$ cat src/rtl/readout_ctrl.sv
// Host-command sequencer on the read side of the 64-bit event FIFO.
// Decodes toggle-strobed commands to arm/disarm capture, flush the FIFO or step through stored words as 32-bit halves.
module readout_ctrl #(
  parameter int WCNT_W     = 16,
  parameter bit ARM_ON_RST = 1'b0
) (
  input  logic              clk_125,
  input  logic              rst,
  input  logic [7:0]        cmd,
  input  logic [63:0]       dout_i,
  input  logic              empty_i,
  input  logic              full_i,
  output logic              rd_en_o,
  output logic              capture_en_o,
  output logic [31:0]       event_half_o,
  output logic [WCNT_W-1:0] words_o,
  output logic [7:0]        status_o
);

  // state | meaning
  // IDLE  | waiting for a new command toggle
  // FETCH | FIFO read issued for NEXT
  // LATCH | FIFO data valid, capture the word
  // FLUSH | draining FIFO until empty
  typedef enum logic [1:0] {S_IDLE, S_FETCH, S_LATCH, S_FLUSH} state_t;

  localparam logic [6:0] OP_ARM    = 7'h01;
  localparam logic [6:0] OP_NEXT   = 7'h02;
  localparam logic [6:0] OP_FLUSH  = 7'h03;
  localparam logic [6:0] OP_DISARM = 7'h04;

  state_t              r_state, w_state_nxt;
  logic [7:0]          r_cmd_q;
  logic                r_armed, w_armed_nxt;
  logic [WCNT_W-1:0]   r_words, w_words_nxt, w_words_inc;
  logic                r_ovf, w_ovf_nxt;
  logic                r_err, w_err_nxt;
  logic                r_hv, w_hv_nxt;
  logic                r_hs, w_hs_nxt;
  logic                r_ack, w_ack_nxt;
  logic                r_strobe, w_strobe_nxt;
  logic [63:0]         r_hold, w_hold_nxt;
  logic [31:0]         r_half, w_half_nxt;
  logic                w_toggle;

  // Free-running so that it tracks cmd throughout reset; no spurious command on release.
  always_ff @(posedge clk_125) begin
    r_cmd_q <= cmd;
  end

  assign w_toggle     = cmd[7] ^ r_cmd_q[7];
  assign w_words_inc  = (&r_words) ? r_words : r_words + WCNT_W'(1);
  assign rd_en_o      = ((r_state == S_FETCH) || (r_state == S_FLUSH)) && !empty_i;
  assign capture_en_o = r_armed && (r_state != S_FLUSH);
  assign event_half_o = r_half;
  assign words_o      = r_words;
  assign status_o     = {r_ack, r_err, r_ovf, empty_i, r_hs, r_hv, (r_state != S_IDLE), r_armed};

  always_ff @(posedge clk_125 or negedge rst) begin
    if (!rst) begin
      r_state  <= S_IDLE;
      r_armed  <= ARM_ON_RST;
      r_words  <= '0;
      r_ovf    <= 1'b0;
      r_err    <= 1'b0;
      r_hv     <= 1'b0;
      r_hs     <= 1'b0;
      r_ack    <= 1'b0;
      r_strobe <= 1'b0;
      r_hold   <= '0;
      r_half   <= '0;
    end else begin
      r_state  <= w_state_nxt;
      r_armed  <= w_armed_nxt;
      r_words  <= w_words_nxt;
      r_ovf    <= w_ovf_nxt;
      r_err    <= w_err_nxt;
      r_hv     <= w_hv_nxt;
      r_hs     <= w_hs_nxt;
      r_ack    <= w_ack_nxt;
      r_strobe <= w_strobe_nxt;
      r_hold   <= w_hold_nxt;
      r_half   <= w_half_nxt;
    end
  end

  always_comb begin
    w_state_nxt  = r_state;
    w_armed_nxt  = r_armed;
    w_words_nxt  = r_words;
    w_ovf_nxt    = r_ovf;
    w_err_nxt    = r_err;
    w_hv_nxt     = r_hv;
    w_hs_nxt     = r_hs;
    w_ack_nxt    = r_ack;
    w_strobe_nxt = r_strobe;
    w_hold_nxt   = r_hold;
    w_half_nxt   = r_half;

    if (w_toggle && (r_state != S_IDLE)) w_err_nxt = 1'b1;

    case (r_state)
      S_IDLE: begin
        if (w_toggle) begin
          w_strobe_nxt = cmd[7];
          case (cmd[6:0])
            OP_ARM: begin
              w_armed_nxt = 1'b1;
              w_words_nxt = '0;
              w_ovf_nxt   = 1'b0;
              w_err_nxt   = 1'b0;
              w_hv_nxt    = 1'b0;
              w_ack_nxt   = cmd[7];
            end
            OP_DISARM: begin
              w_armed_nxt = 1'b0;
              w_ack_nxt   = cmd[7];
            end
            OP_NEXT: begin
              if (r_hv && !r_hs) begin
                w_half_nxt = r_hold[63:32];
                w_hs_nxt   = 1'b1;
                w_ack_nxt  = cmd[7];
              end else if (!empty_i) begin
                w_state_nxt = S_FETCH;
              end else begin
                w_hv_nxt  = 1'b0;
                w_ack_nxt = cmd[7];
              end
            end
            OP_FLUSH: w_state_nxt = S_FLUSH;
            default: begin
              w_err_nxt = 1'b1;
              w_ack_nxt = cmd[7];
            end
          endcase
        end
      end
      S_FETCH: begin
        // FIFO emptied under us: no read was issued, report nothing to show.
        if (empty_i) begin
          w_hv_nxt    = 1'b0;
          w_ack_nxt   = r_strobe;
          w_state_nxt = S_IDLE;
        end else begin
          w_state_nxt = S_LATCH;
        end
      end
      S_LATCH: begin
        w_hold_nxt  = dout_i;
        w_half_nxt  = dout_i[31:0];
        w_hv_nxt    = 1'b1;
        w_hs_nxt    = 1'b0;
        w_words_nxt = w_words_inc;
        w_ack_nxt   = r_strobe;
        w_state_nxt = S_IDLE;
      end
      S_FLUSH: begin
        if (!empty_i) begin
          w_words_nxt = w_words_inc;
        end else begin
          w_hv_nxt    = 1'b0;
          w_ack_nxt   = r_strobe;
          w_state_nxt = S_IDLE;
        end
      end
      default: w_state_nxt = S_IDLE;
    endcase

    if (capture_en_o && full_i) w_ovf_nxt = 1'b1;
  end

endmodule

$ cat config.mk
export PLATFORM = sky130hd
export DESIGN_NAME = readout_ctrl
export DESIGN_NICKNAME = d
export VERILOG_FILES = /design/src/rtl/readout_ctrl.sv
export SDC_FILE = /design/constraint.sdc
export NUM_CORES = 1
export LEC_CHECK = 0
export CORE_MARGIN = 2
export CORE_UTILIZATION = 34
export CTS_CLUSTER_SIZE = 16
export DETAILED_ROUTE_END_ITERATION = 12
export DONT_BUFFER_PORTS = 1
export GPL_ROUTABILITY_DRIVEN = 1
export RECOVER_POWER = 50
export SYNTH_ARGS = -nofsm -noshare
export SYNTH_HDL_FRONTEND = slang
export SYNTH_SLANG_ARGS = --single-unit
$ cat constraint.sdc
create_clock -name clk_125 -period 5 [get_ports clk_125]
set_input_delay 1.25 -clock clk_125 [delete_from_list [all_inputs] [get_ports clk_125]]
set_output_delay 1.25 -clock clk_125 [all_outputs]
set_load 0.05 [all_outputs]
==> impl_metrics.tcl, run 1 <==
set metrics [dict create \
    status "completed" \
    hold_slack_ns 0.4660 \
    p_sw_w 0.0007005 \
    cap_violations 0 \
    cp-end-kind "output pin" \
    worst_slew_pin_slew_ns 1.096 \
    synth-edff-count 0 \
    cts_tree "done" \
    cts.hold.buffers_added 0 \
    relSlewSlack 0.2676 \
    synthesis.nets 535 \
    final_nets 513 \
    synthCells 458 \
    final_cell_mix "nand2_1, dfrtp_1, o21ai_0" \
    cts_buffers 9 \
    worstSetupStartpointType "register" \
    synth_compound_area_frac 0.1798 \
    crit_arrival_ns 2.15 \
    p_int_w 0.001323 \
    synth_area_mm2 0.004183 \
    grt_pass1_wl_um 16890 \
    die_area_mm2 0.01321 \
    synth-async-reset-ratio 0.9889 \
    synth_area_leaders "dfrtp_1, nand2_1, a22oi_1" \
    overflow 0 \
    drc 0 \
    crit_required_ns 3.75 \
    min_period_ns 3.401 \
    vias 3225 \
    leakagePower_nw 2.093 \
    die_w_um 114.9 \
    synth_xor_xnor_area_share 0.004188 \
    final_common_cell "nand2_1" \
    synth-simple-area-share 0.2261 \
    sequentialPowerShare 0.593 \
    wl_per_cell_um 17.73 \
    clockRootBuffer "clkbuf_16" \
    regArea_mm2 0.002248 \
    clock-sinks 90 \
    clock_latency_ns 0.34 \
    port_buffers 0 \
    combPwrFrac 0.077 \
    synthAdderAreaFrac 0.002991 \
    cp_cell_sequence "nor2_2 -> inv_1" \
    ctsResizeCount 0 \
    clock_skew_ns 0.007902 \
    ir_worst_vdd_uv 173.9 \
    ys_seq_area_frac 0.5372 \
    final_layout_size_suffix_gt1_frac 0.06378 \
    hpwl_um 6745 \
    cp_max_fo 51 \
    drtPass1Iterations 4 \
    swShare 0.3462 \
    hold_path.class "register to register" \
    fillers 1200 \
    critical-path-max-stage-delay_ns 1.08 \
    synth_top_family_by_area "simple AND/OR/NAND/NOR gates" \
    die_y_um 114.9 \
    first_global_vias 3299 \
    via_per_inst 5.503 \
    avgSynthCellArea_um2 9.133 \
    synth.lib_cells_used.distinct 49 \
    fin_crit_sh 0.6802 \
    initial_core_util 0.3482 \
    core_area_mm2 0.01201 \
    antenna_found_initial 0 \
    fmax_ghz 0.2940 \
    drt_first_iter_violations 279 \
    ant_nets 0 \
    synth_ff_type "dfrtp_1" \
    yosysWarnings 0 \
    multi_input_area_mm2 0.001755 \
    hold_viol 0 \
    rsz0062_at_grt "false" \
    gr-usage-all-layers 0.1641 \
    synth_seq_cells 90 \
    pwr-share-clk 0.330 \
    io_pins 134 \
    htree_levels 3 \
    netlist.area_leader.share 0.5325 \
    syn_to_final_growth_pct 8.017 \
    clk_pin_slew_ns 0.06 \
    rows 40 \
    critPathSlowestCell "dfrtp_2" \
    p_per_area_mw_per_mm2 447.9 \
    n_antenna_cell 0 \
    clk_path_buf_depth 2 \
    fin_tns_setup_ns 0 \
    final_util 0.3761 \
    place_congestion 0.8123 \
    grt_max_degree 90 \
    yosysTopAreaCell "dfrtp_1" \
    critical_path_class "register to output pin" \
    synthMuxAreaShare 0.002393 \
    wirelength_um 10390 \
    setup_viol 0 \
    finalMaxSlewViolations 0 \
    post_cts_buffers 0 \
]
[final timing paths]
kind                       cells after the start  slack [ns]                      endpoint              startpoint
setup reg to reg                               5        2.00       words_o[15]$_DFFE_PN0P_  r_state[1]$_DFFE_PN0P_
hold / removal                                 2        0.47        r_hold[63]$_DFFE_PN0P_  r_hold[63]$_DFFE_PN0P_
max in group asynchronous                      0        4.17  event_half_o[29]$_DFFE_PN0P_                     rst
hold reg to reg                                2        0.47        r_hold[63]$_DFFE_PN0P_  r_hold[63]$_DFFE_PN0P_
setup / recovery                               2        1.60                   status_o[1]  r_state[1]$_DFFE_PN0P_
min in group asynchronous                      0        0.60           r_armed$_DFFE_PN0P_                     rst
[layer usage]
layer  track usage  vias to the layer above  part of all wire
met5             0                        -                 0
met4       0.06345                        0             0.016
met3       0.07749                       13              0.10
met2        0.2455                      128              0.46
met1        0.2063                     1543              0.42
li1              -                     1541                 -
[registers in the layout, indices dropped and copies added, names as in the netlist]
name          flops
r_strobe          1
r_err             1
r_state           2
r_hv              1
r_armed           1
event_half_o     32
r_hold           32
words_o          16
r_ovf             1
r_hs              1
r_ack             1
r_cmd_q           1
[cell families after synthesis]
kind of cell    count (synthesis)
compound gates                118
fa+ha+maj                       1
xor+xnor                        2
mux                             1
buf+inv                        41
simple gates                  205
flops                          90
[area by class of cell]
cell class / count / share of cell area
Clock buffer: 12 / 0.05456
Clock inverter: 2 / 0.008585
Inverter: 4 / 0.003323
Multi-Input combinational cell: 327 / 0.3885
Sequential cell: 90 / 0.4976
Tap cell: 147 / 0.04071
Timing Repair Buffer: 4 / 0.006646
[synthesized netlist by cell type (2+ instances only)]
cell type and n:
buf_4 7, nor2b_1 3, dfrtp_1 89, o22a_1 2, or2_2 3, nand3b_1 5, nor3_1 3, buf_1 3
a22oi_1 32, nand2_1 140, nand3_1 7, o21ai_0 44, buf_2 2, or3_1 2, nand2b_1 4, or4_1 8
nor4_2 2, clkbuf_1 23, nand4_1 4, a21oi_1 18, and3_1 5, nor2_1 11, inv_1 4, buf_6 2
o31ai_1 9, o221ai_1 3
[through the flow]
step           setup WS [ns]  cell area (µm²)  power [W]  std cells
5_1_grt                1.454             4518   0.002136        586
6_report               1.599             4518   0.002023        586
2_1_floorplan          1.684             4183   0.001324        458
3_3_place_gp           1.916             4237   0.001359        572
4_1_cts                1.570             4522   0.002047        586
3_5_place_dp           1.878             4237   0.001373        572
[power groups by stage]
stage                     Clock, W  Sequential, W  Combinational, W
after floorplan                  0        0.00116          0.000163
after global placement           0        0.00121          0.000148
after detailed placement         0        0.00121          0.000160
after CTS                 0.000687        0.00120          0.000158
after global routing      0.000727        0.00122          0.000192
final                     0.000669        0.00120          0.000155
[critical path, delay by kind of cell (launching register included)]
family / cells / cell delay (ns)
buf+inv: 1 / 0.49
flops: 1 / 1.08
simple gates: 1 / 0.24
Power figures use the tool's default switching activity.
==> run 2, diff against run 1 <==
==> constraint.sdc (replaced) <==
create_clock -name clk_125 -period 2.87 [get_ports clk_125]
set_input_delay 0.7175 -clock clk_125 [delete_from_list [all_inputs] [get_ports clk_125]]
set_output_delay 0.7175 -clock clk_125 [all_outputs]
set_load 0.05 [all_outputs]
==> run 2 against run 1 <==
Clock skew fell by 0.0025 ns. Combinational power increased by 140%. Sequential power is 67% higher. Via count rose by 0.56%. Global-route usage decreased by 0.50 points. Core utilization up 0.82 points. Power is 79% higher. Count of clock-buffer cells in the layout unchanged. Non-clock buffer count rose by 12. Critical path depth rose by 4. Largest power group unchanged.
==> impl_metrics.tcl, run 2 (same netlist as run 1, synthesis figures left out) <==
set metrics [dict create \
    drt_first_iter_violations 182 \
    hold_viol 0 \
    drc 0 \
    die_w_um 114.9 \
    hold_path.class "input pin to asynchronous set/reset pin" \
    syn_to_final_growth_pct 10.38 \
    drtPass1Iterations 4 \
    regArea_mm2 0.002248 \
    initial_core_util 0.3482 \
    cts_buffers 9 \
    die_y_um 114.9 \
    grt_pass1_wl_um 16440 \
    placedCellCount 584 \
    clock_skew_ns 0.005435 \
    setup_viol 0 \
    leakagePower_nw 2.144 \
    fin_crit_sh 0.8539 \
    critical_path_class "register to register" \
    place_congestion 0.8288 \
    cp_top_family "simple AND/OR/NAND/NOR gates" \
    post_cts_buffers 0 \
    fin_tns_setup_ns 0 \
    cp_max_fo 8 \
    final_cell_mix "nand2_1, dfrtp_1, o21ai_0" \
    min_period_ns 2.451 \
    clockRootBuffer "clkbuf_16" \
    htree_levels 3 \
    clk_path_buf_depth 2 \
    via_per_inst 5.405 \
    status "completed" \
    critPathSlowestCell "clkbuf_1" \
    crit_arrival_ns 2.71 \
    cts_tree "done" \
    worst-path-buf-inv 1 \
    cts.hold.buffers_added 0 \
    final_nets 525 \
    port_buffers 0 \
    io_pins 134 \
    reg2reg_setup_slack_ns 0.42 \
    n_antenna_cell 0 \
    clock_latency_ns 0.34 \
    worst_slew_pin_slew_ns 0.8642 \
    gr-usage-all-layers 0.1590 \
    cap_violations 0 \
    cp_cell_sequence "clkbuf_1 -> and3_1 -> nand3_1 -> o21bai_1 -> or4_1 -> a21oi_1" \
    overflow 0 \
    die_area_mm2 0.01321 \
    grt_max_degree 90 \
    core_area_mm2 0.01201 \
    p_per_area_mw_per_mm2 784.9 \
    worstSetupStartpointType "register" \
    critical-path-max-stage-delay_ns 0.62 \
    clock-sinks 90 \
    first_global_vias 3236 \
    wirelength_um 10210 \
    wl_per_cell_um 17.02 \
    fillers 1220 \
    final_common_cell "nand2_1" \
    vias 3243 \
    clk_pin_slew_ns 0.06 \
    rsz0062_at_grt "false" \
    final_layout_size_suffix_gt1_frac 0.07947 \
    cp-end-kind "register" \
    ctsResizeCount 0 \
    hpwl_um 6840 \
    antenna_found_initial 0 \
    fmax_ghz 0.4080 \
    rows 40 \
    ir_worst_vdd_uv 425.5 \
    instances_no_fill 600 \
    multi_input_area_mm2 0.001755 \
    relSlewSlack 0.4239 \
    finalMaxSlewViolations 0 \
    ant_nets 0 \
    crit_required_ns 3.13 \
]
==> run 2: area by class of cell <==
cell class / instances / share of cell area
clock inverters: 4 / 0.01653
repair buffers: 16 / 0.02195
flip-flops and latches: 90 / 0.4870
well taps: 147 / 0.03984
clock buffers: 12 / 0.05122
multi-input cells: 327 / 0.3802
inverters: 4 / 0.003252
==> run 2: worst paths after layout <==
check / start / end / depth (start not counted)
max reg2reg: words_o[2]$_DFFE_PN0P_ / words_o[14]$_DFFE_PN0P_ / 6
max: words_o[2]$_DFFE_PN0P_ / words_o[14]$_DFFE_PN0P_ / 6
min: rst / r_ovf$_DFFE_PN0P_ / 0
max in group asynchronous: rst / event_half_o[2]$_DFFE_PN0P_ / 0
min reg2reg: r_hold[54]$_DFFE_PN0P_ / r_hold[54]$_DFFE_PN0P_ / 2
min in group clk_125: cmd[7] / r_cmd_q[7]$_DFF_P_ / 0
==> run 2: per-layer routing <==
layer / global-route usage / share of wire / up-vias
met3: 0.06958 / 0.097 / 9
li1: - / - / 1567
met5: 0 / 0 / -
met1: 0.1859 / 0.41 / 1558
met4: 0.05944 / 0.011 / 0
met2: 0.2596 / 0.48 / 109
==> run 2: per-stage QoR <==
stage	worst slack [ns]	hold WS, ns	total power, W	utilization	cell area (µm²)
after CTS	0.5557	0.05172	0.003690	0.3863	4639
final	0.4193	0.07155	0.003624	0.3844	4617
after global routing	0.2986	0.04890	0.003807	0.3844	4617
after global placement	0.3739	0.4244	0.002396	0.3602	4327
after detailed placement	0.3158	0.4244	0.002422	0.3602	4327
after floorplan	0.3284	0.4219	0.002307	-	4183
==> run 2: power by group <==
part | switching (W) | internal, W
sequential | 0.000525 | 0.00148
clock | 0.000487 | 0.000766
combinational | 0.000224 | 0.000142
